`config.mk`:
```
export PLATFORM = sky130hd
export DESIGN_NAME = branch_trace_fifo
export DESIGN_NICKNAME = d
export VERILOG_FILES = /design/src/rtl/branch_trace_fifo.sv
export SDC_FILE = /design/constraint.sdc
export NUM_CORES = 1
export LEC_CHECK = 0
export CORE_UTILIZATION = 40
export DETAILED_ROUTE_END_ITERATION = 6
export PLACE_DENSITY_LB_ADDON = 0.3
export SYNTH_ARGS = -nofsm -noshare
export SYNTH_HDL_FRONTEND = slang
export SYNTH_SLANG_ARGS = --single-unit
export TNS_END_PERCENT = 5
```
`constraint.sdc`:
```
create_clock -name iClk -period 5.8 [get_ports iClk]
set_input_delay 0.87 -clock iClk [delete_from_list [all_inputs] [get_ports iClk]]
set_output_delay 0.87 -clock iClk [all_outputs]
set_load 0.05 [all_outputs]
```
`src/rtl/branch_trace_fifo.sv`:
```
// branch_trace_fifo: buffers branch-target addresses from the CPU trace port
// in a synchronous circular FIFO and presents them to the ROP detector over an
// Empty/RdEn/Data interface. The trace port cannot stall, so writes into a full
// FIFO are dropped and reported through a sticky overflow flag.
//
// Build option: define TRACE_FILTER_EN to enqueue only addresses inside the
// inclusive trampoline window [iTRAMPOLINE_START, iTRAMPOLINE_END]. Without it
// every valid trace address is enqueued and the trampoline ports are unused.
module branch_trace_fifo #(
  parameter int DEPTH        = 16,
  parameter int ADDR_W       = 4,
  parameter int DATA_W       = 32,
  parameter int AFULL_THRESH = 12
) (
  input  logic              iClk,
  input  logic              iRst,
  input  logic              iTrace_Valid,
  input  logic [DATA_W-1:0] iTrace_Addr,
  input  logic [31:0]       iTRAMPOLINE_START,
  input  logic [31:0]       iTRAMPOLINE_END,
  input  logic              iRdEn,
  input  logic              iClrErr,
  output logic              oEmpty,
  output logic              oFull,
  output logic              oAlmostFull,
  output logic [ADDR_W:0]   oCount,
  output logic [DATA_W-1:0] oData,
  output logic              oOverflow,
  output logic              oUnderflow
);

  localparam logic [ADDR_W:0] DEPTH_CNT = (ADDR_W+1)'(DEPTH);
  localparam logic [ADDR_W:0] AFULL_CNT = (ADDR_W+1)'(AFULL_THRESH);

  // Storage is deliberately left out of reset; pointers and count define validity.
  logic [DATA_W-1:0] mem_q [DEPTH];

  logic [ADDR_W-1:0] wr_ptr_q, wr_ptr_d;
  logic [ADDR_W-1:0] rd_ptr_q, rd_ptr_d;
  logic [ADDR_W:0]   count_q, count_d;
  logic              empty_q, empty_d;
  logic              full_q, full_d;
  logic              afull_q, afull_d;
  logic [DATA_W-1:0] data_q, data_d;
  logic              overflow_q, overflow_d;
  logic              underflow_q, underflow_d;

  logic pass_filter_s;
  logic wr_req_s;
  logic rd_ok_s;
  logic wr_acc_s;
  logic wr_drop_s;
  logic rd_empty_s;

`ifdef TRACE_FILTER_EN
  // Window check: unsigned, both bounds inclusive.
  always_comb begin
    pass_filter_s = 1'b0;
    if ((32'(iTrace_Addr) >= iTRAMPOLINE_START) && (32'(iTrace_Addr) <= iTRAMPOLINE_END)) begin
      pass_filter_s = 1'b1;
    end else begin
      pass_filter_s = 1'b0;
    end
  end
`else
  // Trampoline bounds only matter to the filter; fold them into a sink.
  logic unused_trampoline_s;
  assign unused_trampoline_s = ^{iTRAMPOLINE_START, iTRAMPOLINE_END};

  // Without the filter every valid trace address is a write request.
  always_comb begin
    pass_filter_s = 1'b1;
  end
`endif

  // Request qualification: a full FIFO still accepts a write when a read frees a slot.
  always_comb begin
    wr_req_s   = iTrace_Valid && pass_filter_s;
    rd_ok_s    = iRdEn && (count_q != {(ADDR_W+1){1'b0}});
    rd_empty_s = iRdEn && (count_q == {(ADDR_W+1){1'b0}});
    wr_acc_s   = wr_req_s && ((count_q < DEPTH_CNT) || rd_ok_s);
    wr_drop_s  = wr_req_s && !wr_acc_s;
  end

  // Next-state for pointers, count, registered flags, read data and sticky errors.
  always_comb begin
    wr_ptr_d    = wr_ptr_q;
    rd_ptr_d    = rd_ptr_q;
    data_d      = data_q;
    overflow_d  = overflow_q;
    underflow_d = underflow_q;

    if (wr_acc_s) begin
      wr_ptr_d = wr_ptr_q + ADDR_W'(1);
    end else begin
      wr_ptr_d = wr_ptr_q;
    end

    if (rd_ok_s) begin
      rd_ptr_d = rd_ptr_q + ADDR_W'(1);
      data_d   = mem_q[rd_ptr_q];
    end else if (iRdEn) begin
      // Empty read returns zero, which the detector treats as a harmless direct jump.
      rd_ptr_d = rd_ptr_q;
      data_d   = {DATA_W{1'b0}};
    end else begin
      rd_ptr_d = rd_ptr_q;
      data_d   = data_q;
    end

    count_d = count_q + (ADDR_W+1)'(wr_acc_s) - (ADDR_W+1)'(rd_ok_s);

    // Flags come from the next count so they line up with oCount.
    empty_d = (count_d == {(ADDR_W+1){1'b0}});
    full_d  = (count_d == DEPTH_CNT);
    afull_d = (count_d >= AFULL_CNT);

    // A new error in the same cycle as a clear wins.
    if (wr_drop_s) begin
      overflow_d = 1'b1;
    end else if (iClrErr) begin
      overflow_d = 1'b0;
    end else begin
      overflow_d = overflow_q;
    end

    if (rd_empty_s) begin
      underflow_d = 1'b1;
    end else if (iClrErr) begin
      underflow_d = 1'b0;
    end else begin
      underflow_d = underflow_q;
    end
  end

  // Control and output registers with synchronous reset.
  always_ff @(posedge iClk) begin
    if (iRst) begin
      wr_ptr_q    <= {ADDR_W{1'b0}};
      rd_ptr_q    <= {ADDR_W{1'b0}};
      count_q     <= {(ADDR_W+1){1'b0}};
      empty_q     <= 1'b1;
      full_q      <= 1'b0;
      afull_q     <= 1'b0;
      data_q      <= {DATA_W{1'b0}};
      overflow_q  <= 1'b0;
      underflow_q <= 1'b0;
    end else begin
      wr_ptr_q    <= wr_ptr_d;
      rd_ptr_q    <= rd_ptr_d;
      count_q     <= count_d;
      empty_q     <= empty_d;
      full_q      <= full_d;
      afull_q     <= afull_d;
      data_q      <= data_d;
      overflow_q  <= overflow_d;
      underflow_q <= underflow_d;
    end
  end

  // Storage write; suppressed during reset so a reset cycle never leaves a stale entry.
  always_ff @(posedge iClk) begin
    if (!iRst && wr_acc_s) begin
      mem_q[wr_ptr_q] <= iTrace_Addr;
    end
  end

  assign oEmpty      = empty_q;
  assign oFull       = full_q;
  assign oAlmostFull = afull_q;
  assign oCount      = count_q;
  assign oData       = data_q;
  assign oOverflow   = overflow_q;
  assign oUnderflow  = underflow_q;

endmodule

```
==> results_dict.tcl <==
set metrics [dict create \
    critical_path_class "input port to flop" \
    postCtsSetupRepairBufs 0 \
    clock_path_buffers 3 \
    dr.first_iter.drc_count 739 \
    design.die.area_mm2 0.0543 \
    timing.critical_path.slowest_stage_cell "sky130_fd_sc_hd__and2_2" \
    hold_buffers 0 \
    reg2reg_to "oAlmostFull$_SDFF_PP0_" \
    floorplan.core_area_mm2 0.0527 \
    fin_skew_ns 0.0167 \
    synth.yosys.seq_area_share 0.771 \
    finalWorstPathRequiredPeriod_ns 3.41 \
    holdPathEnd "oData[26]$_SDFFE_PP0P_" \
    worst-endpoint-required_ns 6.06 \
    clock_latency_ns 0.59 \
    cp_num_buf_inv 2 \
    hold_violations 0 \
    timing.final.setup_violations 0 \
    vdd_ir_drop_max_uv 343 \
    cts_max_level 2 \
    synth_top_flop_cell "sky130_fd_sc_hd__edfxtp_1" \
    dp_slack_ns 1.78 \
    detail_route.wl_per_cell_um 23.8 \
    path_max_fanout 21 \
    ff2ff_path_depth 14 \
    timing.reg2reg.setup_slack_ns 2.62 \
    synth_most_common_cell "sky130_fd_sc_hd__edfxtp_1" \
    power_leakage_nw 7.60 \
    grt_first_pass_wirelength_um 65300 \
    hp-class "flop to flop" \
    setup_repair_after_global_routing_missed_its_margin "no" \
    finalWirelength_um 43200 \
    cts.repair.resized 0 \
    synth.largest_area_cell "sky130_fd_sc_hd__edfxtp_1" \
    die_w_um 233 \
    hold-path-cell-count 2 \
    route.detailed.vias_per_inst 5.35 \
    cts_tree "yes" \
    synth.area.top_cells "sky130_fd_sc_hd__edfxtp_1, sky130_fd_sc_hd__mux4_2, sky130_fd_sc_hd__dfxtp_1" \
    grt_antenna_before_repair 2 \
    timing.final.max_slew_violations 0 \
    synth_top_area_share 0.720 \
    netlist-cell-type-count 42 \
    cap_viol_max_count 0 \
    grt_util_all_layers 0.164 \
    flow.area_growth_from_synthesis_pct 15.9 \
    syn_area_mm2 0.0214 \
    crit_arrival_ns 3.68 \
    worstReg2RegStart "oCount[3]$_SDFF_PP0_" \
    slew_headroom 0.217 \
    cp_slowest_stage_delay_ns 0.80 \
    clk_pin_slew_ns 0.06 \
    io_buffer_count 78 \
    remaining_drc_errors 0 \
    cts_made_buffers 56 \
    synthCells 978 \
    status "finished clean" \
    overflow_left_after_global_routing 0 \
    dieHeight_um 233 \
    ios 143 \
    critical-path-top-delay-family "simple AND/OR/NAND/NOR gates" \
    asyncSetResetFlopFracSynth 0 \
    max_freq_mhz 293 \
    vias 9730 \
    clockRootBuffer "sky130_fd_sc_hd__clkbuf_16" \
    max_slew.worst_pin.slew_ns 1.17 \
    post-dp-hpwl_um 22600 \
    critical_path.cell_chain "clkdlybuf4s50_1, or2b_1, nand2_1, nor4_1, and2_2, buf_4" \
    endpoint_kind "flop" \
    site_rows 84 \
    gp_congestion 0.709 \
    finalWorstSetupSlack_ns 2.39 \
    power.density_mw_per_mm2 408 \
    drive_above_1_share 0.219 \
    critPathLaunch "iRdEn" \
    nNetsFinal 1195 \
    post-route-period-util 0.589 \
    synthesis.nets 1091 \
    count_of_synthesis_stage_warnings_from_yosys 0 \
    timing.hold.worst.start "oData[26]$_SDFFE_PP0P_" \
    synth_edf_count 512 \
    first_global_vias 10400 \
    ys_ff_latch 566 \
    post_synth_top_cells "sky130_fd_sc_hd__edfxtp_1, sky130_fd_sc_hd__mux4_2, sky130_fd_sc_hd__mux2i_1" \
    grt_max_degree 66 \
    detail_route.first_pass.iterations 5 \
    final.setup.tns_ns 0 \
    post_route_antenna_net_violation_count 0 \
    cp-start-kind "input port" \
    postSynthAreaPerCell_um2 21.8 \
    cts.sink_count 566 \
    floorplan.initialDensity 0.406 \
]
[where the power goes]
group | switching, W | internal [W]
registers | 0.000168 | 0.00458
logic | 0.000933 | 0.000817
clock network | 0.00146 | 0.00213
[routing by layer]
| metal | global-route usage | wire length [um] | up-vias | part of all wire |
|---|---|---|---|---|
| met3 | 0.0370 | 2690 | 62 | 0.062 |
| met2 | 0.256 | 20400 | 234 | 0.47 |
| li1 | - | - | 4263 | - |
| met5 | 0 | 9 | - | 0.00021 |
| met4 | 0.0460 | 824 | 2 | 0.019 |
| met1 | 0.230 | 19300 | 5169 | 0.45 |
[flip-flops by register name, summed over array words and instances, names as in the netlist, named ones only]
register	count
oOverflow	1
rd_ptr_q	4
oData	32
wr_ptr_q	4
oAlmostFull	1
oUnderflow	1
oEmpty	1
mem_q	512
oCount	5
oFull	1
[cell usage in the layout, fill, tap and decap left out, types with 2 or more instances in the layout]
cell                                n
sky130_fd_sc_hd__clkbuf_16         57
sky130_fd_sc_hd__edfxtp_1         512
sky130_fd_sc_hd__o221ai_1          32
sky130_fd_sc_hd__ha_1              11
sky130_fd_sc_hd__clkinv_1           4
sky130_fd_sc_hd__nand2_1           36
sky130_fd_sc_hd__xor2_1             6
sky130_fd_sc_hd__nor2_1            10
sky130_fd_sc_hd__buf_4             16
sky130_fd_sc_hd__nor4b_1            2
sky130_fd_sc_hd__nand3_1            7
sky130_fd_sc_hd__mux2i_1           64
sky130_fd_sc_hd__clkbuf_8          11
sky130_fd_sc_hd__clkbuf_1          21
sky130_fd_sc_hd__clkdlybuf4s50_1   78
sky130_fd_sc_hd__and2_2            16
sky130_fd_sc_hd__and3_1             2
sky130_fd_sc_hd__inv_1             13
sky130_fd_sc_hd__dfxtp_1           51
sky130_fd_sc_hd__xnor2_1            4
sky130_fd_sc_hd__nor2b_1            3
sky130_fd_sc_hd__nor3_1             3
sky130_fd_sc_hd__clkinv_2           6
sky130_fd_sc_hd__bufinv_16          4
sky130_fd_sc_hd__dfxtp_4            3
sky130_fd_sc_hd__mux4_2           128
sky130_fd_sc_hd__a21oi_1            7
[cell families (layout without fill, tap and decap cells)]
logic type                 after synthesis  count (layout)  share of synthesized area
xor gates and xnor gates                10              10                    0.00410
AOI/OAI and AO/OA                       46              46                     0.0176
and+or+nand+nor                         90              90                     0.0213
buffers and inverters                   62             212                     0.0141
muxes                                  192             192                      0.165
other                                    0               1                          0
DFF                                    566             566                      0.771
adders and majority gates               12              12                    0.00738
[worst max path at each step]
stage | end | slack, ns | cells past startpoint
final | mem_q[0][24]$_DFFE_PP_ | 2.39 | 6
after global routing | mem_q[8][0]$_DFFE_PP_ | 2.14 | 6
after CTS | mem_q[0][13]$_DFFE_PP_ | 2.41 | 6
after detailed placement | mem_q[0][24]$_DFFE_PP_ | 1.78 | 6
after global placement | mem_q[8][0]$_DFFE_PP_ | 1.85 | 6
after floorplan | oEmpty$_SDFF_PP1_ | 2.74 | 12
[cell type report]
class                   count  area, um2
well taps                 688        861
repair buffers             95        921
diodes                      1       2.50
clock buffers              89       1660
flip-flops and latches    566      16500
multi-input cells         350       4630
inverters                  13       48.8
fillers                  4282      27900
clock inverters            15        174
[tightest hold or removal path: cells and delay by family, from the launching register on]
family           cells  cell delay (ns)
flip-flops           1             0.33
AND/OR/NAND/NOR      1             0.05
AO/OA/AOI/OAI        1             0.05
[through the flow]
step           utilization  power [W]  hold WS, ns  cell area, um2  std cells
6_report             0.470     0.0101        0.465           24800       1817
2_1_floorplan            -    0.00613        0.463           21400        978
3_3_place_gp         0.435    0.00659        0.447           22900       1712
5_1_grt              0.470     0.0105        0.496           24800       1816
4_1_cts              0.470     0.0102        0.471           24800       1816
3_5_place_dp         0.435    0.00662        0.455           22900       1712
Note: power is estimated with default switching activity, not from simulation.
